<file path="src/rtl/alarm_ctrl_pkg.sv">
// Shared definitions for the alarm engine.
// The state encoding is fixed because the status LEDs and the neighbouring
// button/timekeeper logic decode the same values.
// Contents:
//   alarm_state_e  IDLE / RINGING / SNOOZE state encoding
//   SEC_PER_MIN    ticks per minute, used to size the snooze countdown
//   time_match     hour/minute/second compare used to detect the alarm instant
package alarm_ctrl_pkg;

    typedef enum logic [1:0] {
        IDLE    = 2'd0,
        RINGING = 2'd1,
        SNOOZE  = 2'd2
    } alarm_state_e;

    localparam int SEC_PER_MIN = 60;

    // The alarm fires only at second zero, so a stop inside the alarm
    // minute cannot re-trigger it.
    function automatic logic time_match(
        input logic [5:0] cur_hour,
        input logic [5:0] cur_min,
        input logic [5:0] cur_sec,
        input logic [5:0] a_hour,
        input logic [5:0] a_min
    );
        return (cur_sec == 6'd0) && (cur_hour == a_hour) && (cur_min == a_min);
    endfunction

endpackage

</file>
<file path="src/rtl/alarm_ctrl_sec_countdown.sv">
// Per-second down counter used for both the ring timeout and the snooze delay.
// Ports:
//   clk, rst   clock and asynchronous active-high reset
//   enb        clock enable; the count holds while low
//   load       load load_val on the next enabled edge (beats tick)
//   load_val   value to load
//   tick       one-clk decrement request
//   count      current count
//   done       high on the tick that brings the count from 1 to 0
module sec_countdown #(
    parameter int W = 8
) (
    input  logic         clk,
    input  logic         rst,
    input  logic         enb,
    input  logic         load,
    input  logic [W-1:0] load_val,
    input  logic         tick,
    output logic [W-1:0] count,
    output logic         done
);

    logic [W-1:0] count_q;
    logic [W-1:0] count_d;

    // A zero count never decrements, so the counter cannot wrap.
    always_comb begin
        count_d = count_q;
        if (load) begin
            count_d = load_val;
        end else if (tick && (count_q != '0)) begin
            count_d = count_q - W'(1);
        end
    end

    always_ff @(posedge clk or posedge rst) begin
        if (rst) begin
            count_q <= '0;
        end else if (enb) begin
            count_q <= count_d;
        end
    end

    assign count = count_q;
    assign done  = tick && (count_q == W'(1));

endmodule

</file>
<file path="src/rtl/alarm_ctrl.sv">
// Alarm engine: watches the running time against the stored alarm time,
// rings a 1 Hz pulsed buzzer, and handles stop, snooze and ring timeout.
// Ports:
//   clk, rst              clock and asynchronous active-high reset
//   enb                   clock enable; everything holds while low
//   tick_1hz              one-clk pulse per second
//   sw0                   alarm armed; low forces IDLE with highest priority
//   btn_stop, btn_snooze  one-clk button pulses
//   cur_hour/min/sec      running time
//   a_hour, a_min         alarm time
//   buzzer                pulsed buzzer drive, only ever high in RINGING
//   ringing, snoozed      registered state flags
//   snooze_cnt            snoozes used in the current alarm event
module alarm_ctrl
    import alarm_ctrl_pkg::*;
#(
    parameter int RING_SEC   = 60,
    parameter int SNOOZE_MIN = 5,
    parameter int MAX_SNOOZE = 3
) (
    input  logic       clk,
    input  logic       rst,
    input  logic       enb,
    input  logic       tick_1hz,
    input  logic       sw0,
    input  logic       btn_stop,
    input  logic       btn_snooze,
    input  logic [5:0] cur_hour,
    input  logic [5:0] cur_min,
    input  logic [5:0] cur_sec,
    input  logic [5:0] a_hour,
    input  logic [5:0] a_min,
    output logic       buzzer,
    output logic       ringing,
    output logic       snoozed,
    output logic [1:0] snooze_cnt
);

    localparam int SNZ_TICKS = SNOOZE_MIN * SEC_PER_MIN;
    localparam int RING_W    = $clog2(RING_SEC + 1);
    localparam int SNZ_W     = $clog2(SNZ_TICKS + 1);

    localparam logic [RING_W-1:0] RING_LOAD = RING_W'(RING_SEC);
    localparam logic [SNZ_W-1:0]  SNZ_LOAD  = SNZ_W'(SNZ_TICKS);
    localparam logic [1:0]        MAX_SNZ   = 2'(MAX_SNOOZE);

    alarm_state_e state_q, state_d;
    logic         beep_q, beep_d;
    logic [1:0]   snooze_cnt_q, snooze_cnt_d;
    logic         buzzer_q, buzzer_d;
    logic         ringing_q, ringing_d;
    logic         snoozed_q, snoozed_d;

    logic              match;
    logic              ring_load, snz_load;
    logic              ring_tick, snz_tick;
    logic              ring_done, snz_done;
    logic [RING_W-1:0] ring_cnt;
    logic [SNZ_W-1:0]  snz_cnt;

    assign match = sw0 && tick_1hz && time_match(cur_hour, cur_min, cur_sec, a_hour, a_min);

    // Each timer only sees ticks while its own state is active.
    assign ring_tick = tick_1hz && (state_q == RINGING) && (ring_cnt != '0);
    assign snz_tick  = tick_1hz && (state_q == SNOOZE) && (snz_cnt != '0);

    sec_countdown #(.W(RING_W)) u_ring_timer (
        .clk      (clk),
        .rst      (rst),
        .enb      (enb),
        .load     (ring_load),
        .load_val (RING_LOAD),
        .tick     (ring_tick),
        .count    (ring_cnt),
        .done     (ring_done)
    );

    sec_countdown #(.W(SNZ_W)) u_snz_timer (
        .clk      (clk),
        .rst      (rst),
        .enb      (enb),
        .load     (snz_load),
        .load_val (SNZ_LOAD),
        .tick     (snz_tick),
        .count    (snz_cnt),
        .done     (snz_done)
    );

    // Next-state logic. Disarm beats everything; within a state, stop beats
    // snooze, and either button beats a coincident timer expiry.
    always_comb begin
        state_d      = state_q;
        beep_d       = beep_q;
        snooze_cnt_d = snooze_cnt_q;
        ring_load    = 1'b0;
        snz_load     = 1'b0;

        if (!sw0) begin
            state_d      = IDLE;
            beep_d       = 1'b0;
            snooze_cnt_d = 2'd0;
        end else begin
            case (state_q)
                IDLE: begin
                    if (match) begin
                        state_d      = RINGING;
                        ring_load    = 1'b1;
                        beep_d       = 1'b1;
                        snooze_cnt_d = 2'd0;
                    end
                end
                RINGING: begin
                    if (btn_stop) begin
                        state_d      = IDLE;
                        beep_d       = 1'b0;
                        snooze_cnt_d = 2'd0;
                    end else if (btn_snooze) begin
                        // Snoozes beyond the allowance end the event.
                        if (snooze_cnt_q < MAX_SNZ) begin
                            state_d      = SNOOZE;
                            snz_load     = 1'b1;
                            beep_d       = 1'b0;
                            snooze_cnt_d = snooze_cnt_q + 2'd1;
                        end else begin
                            state_d      = IDLE;
                            beep_d       = 1'b0;
                            snooze_cnt_d = 2'd0;
                        end
                    end else if (ring_done) begin
                        state_d      = IDLE;
                        beep_d       = 1'b0;
                        snooze_cnt_d = 2'd0;
                    end else if (ring_tick) begin
                        beep_d = ~beep_q;
                    end
                end
                SNOOZE: begin
                    if (btn_stop) begin
                        state_d      = IDLE;
                        beep_d       = 1'b0;
                        snooze_cnt_d = 2'd0;
                    end else if (snz_done) begin
                        state_d   = RINGING;
                        ring_load = 1'b1;
                        beep_d    = 1'b1;
                    end
                end
                default: begin
                    state_d      = IDLE;
                    beep_d       = 1'b0;
                    snooze_cnt_d = 2'd0;
                end
            endcase
        end
    end

    // Outputs are registered from the next state so they follow the cause by one clk.
    always_comb begin
        ringing_d = (state_d == RINGING);
        snoozed_d = (state_d == SNOOZE);
        buzzer_d  = ringing_d && beep_d;
    end

    always_ff @(posedge clk or posedge rst) begin
        if (rst) begin
            state_q      <= IDLE;
            beep_q       <= 1'b0;
            snooze_cnt_q <= 2'd0;
            buzzer_q     <= 1'b0;
            ringing_q    <= 1'b0;
            snoozed_q    <= 1'b0;
        end else if (enb) begin
            state_q      <= state_d;
            beep_q       <= beep_d;
            snooze_cnt_q <= snooze_cnt_d;
            buzzer_q     <= buzzer_d;
            ringing_q    <= ringing_d;
            snoozed_q    <= snoozed_d;
        end
    end

    assign buzzer     = buzzer_q;
    assign ringing    = ringing_q;
    assign snoozed    = snoozed_q;
    assign snooze_cnt = snooze_cnt_q;

endmodule

</file>
<file path="config.mk">
export PLATFORM = sky130hd
export DESIGN_NAME = alarm_ctrl
export DESIGN_NICKNAME = d
export VERILOG_FILES = /design/src/rtl/alarm_ctrl_pkg.sv /design/src/rtl/alarm_ctrl_sec_countdown.sv /design/src/rtl/alarm_ctrl.sv
export SDC_FILE = /design/constraint.sdc
export NUM_CORES = 1
export LEC_CHECK = 0
export ABC_AREA = 1
export BUFFER_PORTS_ARGS = -buffer_cell sky130_fd_sc_hd__buf_4
export CAP_MARGIN = 20
export CORE_MARGIN = 4
export CORE_UTILIZATION = 30
export CTS_BUF_LIST = sky130_fd_sc_hd__clkbuf_4
export CTS_CLUSTER_SIZE = 28
export DETAILED_ROUTE_END_ITERATION = 16
export PLACE_DENSITY = 0.55
export SYNTH_ARGS = -nofsm -noshare
export SYNTH_HDL_FRONTEND = slang
export SYNTH_SLANG_ARGS = --single-unit
</file>
<file path="constraint.sdc">
create_clock -name clk -period 1.6 [get_ports clk]
set_clock_uncertainty 0.1 [all_clocks]
set_input_delay 0.32 -clock clk [delete_from_list [all_inputs] [get_ports clk]]
set_output_delay 0.32 -clock clk [all_outputs]
set_load 0.01 [all_outputs]
</file>
==> impl_metrics.env, run 1 <==
export IMPL_outcome="finished, violations left"
export IMPL_failed_checks="negative setup slack"
export IMPL_via_per_inst=4.34
export IMPL_cts_tree="yes"
export IMPL_route_vias_total=1912
export IMPL_first_iter_violations=98
export IMPL_start_util_pct=31.8
export IMPL_synth_top_area_share_pct=31.9
export IMPL_syn2layout_area_growth_pct=55.5
export IMPL_hold_violations=0
export IMPL_leakage_nw=1.56
export IMPL_internal_power_mw=0.883
export IMPL_utilization_pct=49.4
export IMPL_r2r_end="buzzer$_DFFE_PP0P_"
export IMPL_yosysMostFrequentCell="nand2_1"
export IMPL_cts_clk_slew_worst_paths_ns=0.15
export IMPL_die_y_um=85.6
export IMPL_end_kind="register"
export IMPL_antenna_found_initial=0
export IMPL_crit_path_start="u_snz_timer.count[0]$_DFFE_PP0P_"
export IMPL_syn_nets=320
export IMPL_worstMarginPinSlew_ns=0.354
export IMPL_grt_max_degree=24
export IMPL_grt_ovfl_total=0
export IMPL_swShare_pct=30.6
export IMPL_fin_ws_ns=-0.0813
export IMPL_synth_top_area_cell="dfrtp_1"
export IMPL_synthTopCellsByCount="nand2_1 (85), inv_1 (46), nor2_1 (39)"
export IMPL_power_share_clock_pct=22.4
export IMPL_placed_area_sq_um=2480
export IMPL_vdd_drop_max_mv=0.448
export IMPL_grtUsageTotal_pct=12.7
export IMPL_hpwl_um=3630
export IMPL_n_antenna_cell=0
export IMPL_cts_buffers=3
export IMPL_fin_crit_sh_pct=105
export IMPL_htree_levels=1
export IMPL_fin_cells=441
export IMPL_seqPwrFrac_pct=48.6
export IMPL_p_comb_share_pct=29.0
export IMPL_period_needed_ns=1.68
export IMPL_grt_pass1_vias=1798
export IMPL_worstReg2RegStart="u_snz_timer.count[0]$_DFFE_PP0P_"
export IMPL_synth_cell_types=34
export IMPL_drtAntennaViolNets=0
export IMPL_clock_latency_ns=0.33
export IMPL_slowest_delay_ns=0.45
export IMPL_post_place_cells=426
export IMPL_switching_power_mw=0.390
export IMPL_grt_pass1_wl_um=7690
export IMPL_synth_top_cells_by_area="dfrtp_1 (32%), nand2_1 (18%), inv_1 (9.6%), nor2_1 (8.1%), ha_1 (4.9%)"
export IMPL_reg2reg_depth=12
export IMPL_maxCapViolCount=0
export IMPL_syn_cell_area_sq_um=1800
export IMPL_critical_path_arrival_ns=1.83
export IMPL_critical_path_class="reg2reg"
export IMPL_critPathCapture="buzzer$_DFFE_PP0P_"
export IMPL_core_area_sq_um=5680
export IMPL_drive_above_1_share_pct=41.2
export IMPL_synthArstFlopShare_pct=100
export IMPL_nNetsFinal=414
export IMPL_power_density_nw_per_um2=454
export IMPL_grt_setup_unrepaired="yes"
export IMPL_postSynthAreaPerCell_sq_um=6.54
export IMPL_worst_r2r_setup_slack_ns=-0.08
export IMPL_root_buffer="clkbuf_4"
export IMPL_crit_top_cell="nand2_1"
export IMPL_dr_pass1_iters=5
export IMPL_synth_flop_cell="dfrtp_1"
export IMPL_p_total_mw=1.27
export IMPL_required_ns=1.75
export IMPL_design_die_area_sq_um=7320
export IMPL_hold_path_class="in2reg"
export IMPL_cts_sinks=23
export IMPL_cp_max_fo=3
export IMPL_ys_ff_latch=23
export IMPL_die_w_um=85.6
export IMPL_drc_errors=0
export IMPL_drv_slew=0
export IMPL_port_buffers=41
export IMPL_cp_start_kind="register"
export IMPL_critPathSlowestCell="dfrtp_1"
export IMPL_ys_warn_count=0
export IMPL_postLayoutCellArea_sq_um=2810
export IMPL_crit_chain="inv_2 > ha_2 > nand2_2 > nand4_1 > buf_4 > nand2_1 > nand2_1 > nand2_1 > inv_1 > nand2_1 > nand2_2 > o21bai_2"
export IMPL_io_pins=42
export IMPL_maxClockFrequency_mhz=595
export IMPL_core_rowCount=27
export IMPL_yosysSeqAreaShare_pct=31.9
export IMPL_setup_viol=14
export IMPL_drt_wl_total_um=4780
export IMPL_synthCells=276
export IMPL_synth_edff_count=0
export IMPL_hold_ws_ns=0.274
export IMPL_wl_per_cell_um=10.8
export IMPL_clock_path_buffers=2
export IMPL_relSlewSlack_pct=76.2
export IMPL_gp_congestion=0.842
[layout make-up]
class | count | area, sq um
clock buffer | 3 | 22.5
clock inverter | 1 | 5.00
fill | 565 | 2870
inverter | 49 | 184
multi-input combinational | 203 | 1240
sequential | 23 | 576
tap | 72 | 90.1
timing repair buffer | 90 | 689
[per-stage QoR]
stage | worst slack, ns | setup TNS (ns)
finish | -0.0813 | -0.423
global route | -0.181 | -2.33
global placement | -0.0837 | -0.341
floorplan | 0.00464 | 0
detailed placement | -0.112 | -0.780
CTS | -0.0595 | -0.236
[per-layer routing]
metal / share of wire (%) / global-route usage [%] / up-vias
met4: 0.94 / 3.02 / 0
li1: - / - / 1036
met3: 6.1 / 1.73 / 4
met2: 45 / 21.1 / 51
met1: 48 / 17.3 / 821
met5: 0 / 0 / -
[registers in the layout (all words and copies together) (netlist names)]
signal	count
beep_q	1
buzzer	1
ringing	1
snooze_cnt	2
snoozed	1
state_q	2
u_ring_timer.count	6
u_snz_timer.count	9
[critical path: cells and delay by family, from the launching register on]
family / cells / cell delay, ns
AOI/OAI and AO/OA: 1 / 0.11
adders and majority gates: 1 / 0.18
buffers and inverters: 3 / 0.26
DFF: 1 / 0.45
and+or+nand+nor: 7 / 0.49
[power groups by stage]
stage                     logic [mW]  clock network (mW)  registers (mW)
after CTS                      0.337               0.296           0.618
after floorplan                0.143                   0           0.625
after detailed placement       0.305                   0           0.624
after global placement         0.301                   0           0.624
after global routing           0.414               0.315           0.621
final                          0.369               0.285           0.619
[cell families (layout without fill, tap and decap cells)]
group           Yosys count  after routing  synth area share (%)
xor+xnor                  8              8                  3.88
flops                    23             23                  31.9
compound gates           17             17                  6.10
simple gates            171            171                  42.3
fa+ha+maj                 7              7                  4.85
buf+inv                  50            143                  11.0
[placed cells by master, fill, tap and decap left out, types with 2 or more instances in the layout]
master,count
buf_4,86
nand2_1,74
inv_1,41
nor2_1,29
dfrtp_1,23
nand3_1,13
nand2_2,12
nor2_2,9
inv_2,8
nor2_4,7
xor2_1,6
nand2_4,5
o21ai_1,5
nand3_4,3
nand4_1,3
nand3b_1,3
nor3_1,3
ha_2,3
clkbuf_4,3
buf_6,3
nand3_2,2
a21oi_1,2
o21ai_0,2
xnor2_1,2
or2_1,2
ha_4,2
ha_1,2
[timing repair]
| action | CTS | global route |
|---|---|---|
| hold endpoints to repair | 23 | 0 |
| buffers inserted | 3 | 7 |
| hold buffers | 1 | 0 |
| pin swaps | 13 | 14 |
| cloned | 0 | 0 |
| setup endpoints to repair | 19 | 23 |
| gates resized for setup | 27 | 34 |
[how the worst min path moves through the flow]
| stage | start | end | slack [ns] | cells after the start |
|---|---|---|---|---|
| after floorplan | rst | beep_q$_DFFE_PP0P_ | 0.22 | 1 |
| after global placement | rst | ringing$_DFFE_PP0P_ | 0.29 | 3 |
| after detailed placement | rst | snoozed$_DFFE_PP0P_ | 0.30 | 3 |
| after CTS | enb | snoozed$_DFFE_PP0P_ | 0.27 | 4 |
| after global routing | enb | snoozed$_DFFE_PP0P_ | 0.30 | 4 |
| final | enb | snoozed$_DFFE_PP0P_ | 0.27 | 4 |
No activity file was read; power rests on OpenSTA's default activity.
==> run 2: changes to the inputs <==
Settings changed: CORE_MARGIN 4 to 2.
==> impl_metrics.env, run 2 (same netlist as run 1, synthesis figures left out) <==
export IMPL_start_util_pct=30.8
export IMPL_reg2reg_depth=10
export IMPL_grt_pass1_wl_um=7270
export IMPL_final_cell_mix="buf_4 (88), nand2_1 (78), inv_1 (41)"
export IMPL_place_ws_ns=-0.0967
export IMPL_grt_max_degree=24
export IMPL_placed_area_sq_um=2490
export IMPL_io_pins=42
export IMPL_drive_above_1_share_pct=40.6
export IMPL_gp_congestion=0.781
export IMPL_route_vias_total=1919
export IMPL_setup_viol=12
export IMPL_cts_clk_slew_worst_paths_ns=0.13
export IMPL_outcome="finished, violations left"
export IMPL_cts_sinks=23
export IMPL_final_common_cell="buf_4"
export IMPL_antenna_found_initial=0
export IMPL_vdd_drop_max_mv=0.277
export IMPL_design_die_area_sq_um=6650
export IMPL_core_area_sq_um=5850
export IMPL_port_buffers=41
export IMPL_critical_path_class="reg2reg"
export IMPL_first_iter_violations=41
export IMPL_dr_pass1_iters=4
export IMPL_min_from="enb"
export IMPL_end_kind="register"
export IMPL_maxClockFrequency_mhz=605
export IMPL_cp_max_fo=4
export IMPL_maxCapViolCount=0
export IMPL_fin_crit_sh_pct=103
export IMPL_root_buffer="clkbuf_4"
export IMPL_cts_tree="yes"
export IMPL_core_rowCount=28
export IMPL_leakage_nw=1.59
export IMPL_via_per_inst=4.29
export IMPL_worstMarginPinSlew_ns=0.329
export IMPL_hpwl_um=3620
export IMPL_drc_errors=0
export IMPL_grt_pass1_vias=1734
export IMPL_cp_start_kind="register"
export IMPL_nNetsFinal=417
export IMPL_power_density_nw_per_um2=452
export IMPL_required_ns=1.77
export IMPL_slowest_delay_ns=0.44
export IMPL_drv_slew=0
export IMPL_fin_ws_ns=-0.0531
export IMPL_crit_chain="inv_2 > nand2_4 > nor2_4 > nand3_4 > nor2_4 > inv_2 > nand2_4 > nand2_2 > or2_1 > nand3_1"
export IMPL_syn2layout_area_growth_pct=57.2
export IMPL_die_y_um=81.6
export IMPL_grt_ovfl_total=0
export IMPL_worst_r2r_setup_slack_ns=-0.05
export IMPL_r2r_end="u_snz_timer.count[5]$_DFFE_PP0P_"
export IMPL_drt_wl_total_um=4690
export IMPL_wl_per_cell_um=10.5
export IMPL_min_to="ringing$_DFFE_PP0P_"
export IMPL_critical_path_arrival_ns=1.83
export IMPL_clock_latency_ns=0.33
export IMPL_critPathSlowestCell="dfrtp_1"
export IMPL_post_place_cells=430
export IMPL_htree_levels=1
export IMPL_relSlewSlack_pct=77.9
export IMPL_largest_reg_flops=9
export IMPL_die_w_um=81.6
export IMPL_period_needed_ns=1.65
export IMPL_cts_buffers=3
export IMPL_failed_checks="negative setup slack"
export IMPL_postLayoutCellArea_sq_um=2840
export IMPL_hold_violations=0
export IMPL_fillers=596
export IMPL_grt_setup_unrepaired="yes"
export IMPL_worstReg2RegStart="state_q[1]$_DFFE_PP0P_"
export IMPL_hold_path_depth=4
export IMPL_hold_path_class="in2reg"
export IMPL_clock_path_buffers=2
export IMPL_hold_ws_ns=0.280
export IMPL_tns_ns=-0.259
export IMPL_utilization_pct=48.5
export IMPL_n_antenna_cell=0
export IMPL_p_total_mw=1.28
export IMPL_fin_cells=447
export IMPL_drtAntennaViolNets=0
export IMPL_grtUsageTotal_pct=14.0
[run 2: cell count changes in the layout (fill, tap and decap cells not counted), sizes merged]
cell	previous run	this run
buf	89	92
[run 2: area by class of cell]
type                       count  area (sq um)  area share [%]
multi-input combinational    203          1240            43.7
clock inverter                 1          5.00           0.176
tap                           75          93.8            3.31
timing repair buffer          93           716            25.2
clock buffer                   3          22.5           0.794
inverter                      49           184            6.48
sequential                    23           576            20.3
[run 2: worst max-delay path by stage]
stage | from | endpoint | slack, ns | depth (start not counted)
2_1_floorplan | snooze_cnt[0]$_DFFE_PP0P_ | u_snz_timer.count[4]$_DFFE_PP0P_ | 0.005 | 11
3_3_place_gp | u_ring_timer.count[0]$_DFFE_PP0P_ | state_q[0]$_DFFE_PP0P_ | -0.08 | 9
3_5_place_dp | u_ring_timer.count[0]$_DFFE_PP0P_ | state_q[0]$_DFFE_PP0P_ | -0.1 | 9
4_1_cts | u_snz_timer.count[0]$_DFFE_PP0P_ | state_q[0]$_DFFE_PP0P_ | -0.05 | 9
5_1_grt | state_q[1]$_DFFE_PP0P_ | u_snz_timer.count[4]$_DFFE_PP0P_ | -0.16 | 11
6_report | state_q[1]$_DFFE_PP0P_ | u_snz_timer.count[5]$_DFFE_PP0P_ | -0.05 | 10
[run 2: routing by layer]
metal	wire, um	GRT usage [%]
met1	2130	17.8
met3	234	1.65
met4	65	4.58
met5	0	0
met2	2260	24.7
[run 2: power by group]
group,leakage [nW],internal (mW),switching (mW)
Sequential,0.303,0.601,0.0174
Combinational,1.27,0.196,0.182
Clock,0.0177,0.0941,0.193
[run 2: worst max-delay path, delay by kind of cell, from the launching register on]
kind | cells | cell delay, ns
flops | 1 | 0.44
buf+inv | 2 | 0.16
simple gates | 8 | 0.89
[run 2: timing repair]
| action | CTS | global route |
|---|---|---|
| setup buffers | 2 | 10 |
| gates resized for setup | 26 | 32 |
| endpoints found under the hold margin | 23 | 0 |
| endpoints found under the setup margin | 19 | 21 |
| pin swaps | 8 | 24 |
| hold buffers | 1 | 0 |
==> run 3: changes to the inputs <==
Settings changed: SETUP_SLACK_MARGIN set to 0.4.
==> impl_metrics.env, run 3 (same netlist as run 1, synthesis figures left out) <==
export IMPL_start_util_pct=30.8
export IMPL_worstMarginPinSlew_ns=0.405
export IMPL_drtAntennaViolNets=0
export IMPL_multiInputGateArea_sq_um=1250
export IMPL_vdd_drop_max_mv=0.266
export IMPL_placed_area_sq_um=2510
export IMPL_largest_reg_flops=9
export IMPL_leakage_nw=1.57
export IMPL_clock_latency_ns=0.31
export IMPL_grt_setup_unrepaired="yes"
export IMPL_core_area_sq_um=5850
export IMPL_postLayoutCellArea_sq_um=2860
export IMPL_setup_viol=8
export IMPL_final_cell_mix="buf_4 (82), nand2_1 (75), inv_1 (40)"
export IMPL_maxClockFrequency_mhz=605
export IMPL_wl_met3_um=291
export IMPL_grtUsageTotal_pct=15.0
export IMPL_syn2layout_area_growth_pct=58.7
export IMPL_critical_path_arrival_ns=1.81
export IMPL_grt_pass1_wl_um=7820
export IMPL_worst_r2r_setup_slack_ns=-0.05
export IMPL_routed_top_layer="met4"
export IMPL_fin_ws_ns=-0.0532
export IMPL_period_needed_ns=1.65
export IMPL_required_ns=1.76
export IMPL_drc_errors=0
export IMPL_register_area_sq_um=577
export IMPL_htree_levels=1
export IMPL_clock_path_buffers=2
export IMPL_die_w_um=81.6
export IMPL_end_kind="register"
export IMPL_nNetsFinal=416
export IMPL_wl_met2_um=2290
export IMPL_drv_slew=0
export IMPL_design_die_area_sq_um=6650
export IMPL_hpwl_um=3720
export IMPL_fin_crit_sh_pct=103
export IMPL_failed_checks="negative setup slack"
export IMPL_root_buffer="clkbuf_4"
export IMPL_core_rowCount=28
export IMPL_dr_pass1_iters=4
export IMPL_antenna_found_initial=0
export IMPL_cts_tree="yes"
export IMPL_wl_per_cell_um=11.0
export IMPL_gp_congestion=0.840
export IMPL_n_antenna_cell=0
export IMPL_cts_clk_slew_worst_paths_ns=0.14
export IMPL_min_from="sw0"
export IMPL_outcome="finished, violations left"
export IMPL_cts_buffers=3
export IMPL_min_to="snooze_cnt[1]$_DFFE_PP0P_"
export IMPL_io_pins=42
export IMPL_wl_met1_um=2270
export IMPL_die_y_um=81.6
export IMPL_fin_cells=446
export IMPL_route_vias_total=1944
export IMPL_relSlewSlack_pct=72.8
export IMPL_cp_max_fo=3
export IMPL_drt_wl_total_um=4890
export IMPL_r2r_end="buzzer$_DFFE_PP0P_"
export IMPL_drive_above_1_share_pct=43.1
export IMPL_via_per_inst=4.36
export IMPL_first_iter_violations=49
export IMPL_port_buffers=41
export IMPL_final_common_cell="buf_4"
export IMPL_critical_path_class="reg2reg"
export IMPL_grt_ovfl_total=0
export IMPL_post_place_cells=424
export IMPL_fillers=600
export IMPL_hold_path_class="in2reg"
export IMPL_grt_max_degree=24
export IMPL_worstReg2RegStart="u_snz_timer.count[1]$_DFFE_PP0P_"
export IMPL_hold_path_depth=4
export IMPL_grt_pass1_vias=1847
export IMPL_hold_violations=0
export IMPL_cp_start_kind="register"
export IMPL_cts_sinks=23
export IMPL_reg2reg_depth=9
export IMPL_power_density_nw_per_um2=445
export IMPL_maxCapViolCount=0
==> run 3: cell count changes in the layout (fill, tap and decap cells not counted), sizes merged <==
cell and change:
buf -1
==> run 3: through the flow <==
stage / utilization, % / setup TNS, ns / power (mW) / worst slack, ns / hold WS [ns]
final: 48.9 / -0.186 / 1.27 / -0.0532 / 0.218
after global routing: 48.9 / -1.88 / 1.36 / -0.173 / 0.232
after CTS: 46.7 / -0.00962 / 1.27 / -0.00418 / 0.224
after detailed placement: 42.8 / -0.0404 / 0.936 / -0.0120 / 0.301
after global placement: 42.8 / -0.00707 / 0.931 / -0.00365 / 0.301
after floorplan: - / 0 / 0.781 / 0.0435 / 0.222
==> run 3: routing by layer <==
layer / up-vias / GRT usage, %
met1: 850 / 20.0
met5: - / 0
met3: 4 / 1.43
met4: 0 / 3.73
li1: 1038 / -
met2: 52 / 25.9
==> run 3: area by class of cell <==
class	count	share of cell area, %
repair buffers	92	25.4
clock inverters	1	0.175
clock buffers	3	0.787
multi-input cells	203	43.8
flip-flops and latches	23	20.1
well taps	75	3.28
inverters	49	6.42
==> run 3: worst max-delay path: stages, from the launching register on <==
cell	delay (ns)
dfrtp_1	0.42
inv_2	0.07
ha_2	0.17
inv_1	0.04
nor2_1	0.08
nand4_1	0.14
or2_1	0.24
nand3b_1	0.13
nand2_1	0.08
o21bai_2	0.13
==> run 3: worst max path at each step <==
stage	from	to	slack [ns]
6_report	u_snz_timer.count[1]$_DFFE_PP0P_	buzzer$_DFFE_PP0P_	-0.05
3_5_place_dp	u_snz_timer.count[4]$_DFFE_PP0P_	u_snz_timer.count[2]$_DFFE_PP0P_	-0.01
5_1_grt	u_snz_timer.count[2]$_DFFE_PP0P_	buzzer$_DFFE_PP0P_	-0.17
3_3_place_gp	state_q[0]$_DFFE_PP0P_	u_ring_timer.count[0]$_DFFE_PP0P_	-0.004
4_1_cts	u_snz_timer.count[1]$_DFFE_PP0P_	state_q[0]$_DFFE_PP0P_	-0.004
2_1_floorplan	snooze_cnt[0]$_DFFE_PP0P_	u_snz_timer.count[4]$_DFFE_PP0P_	0.04
==> run 3: report_power, final <==
group          switching (mW)  internal (mW)  total (mW)
Sequential             0.0174          0.601       0.618
Combinational           0.178          0.188       0.367
Clock                   0.196         0.0935       0.290
==> run 3: repair_timing <==
| action | in CTS | in global routing |
|---|---|---|
| setup endpoints to repair | 28 | 28 |
| setup buffers | 9 | 8 |
| hold endpoints to repair | 23 | 0 |
| gates resized for setup | 33 | 20 |
| pin swaps | 17 | 12 |
| hold buffers | 1 | 0 |
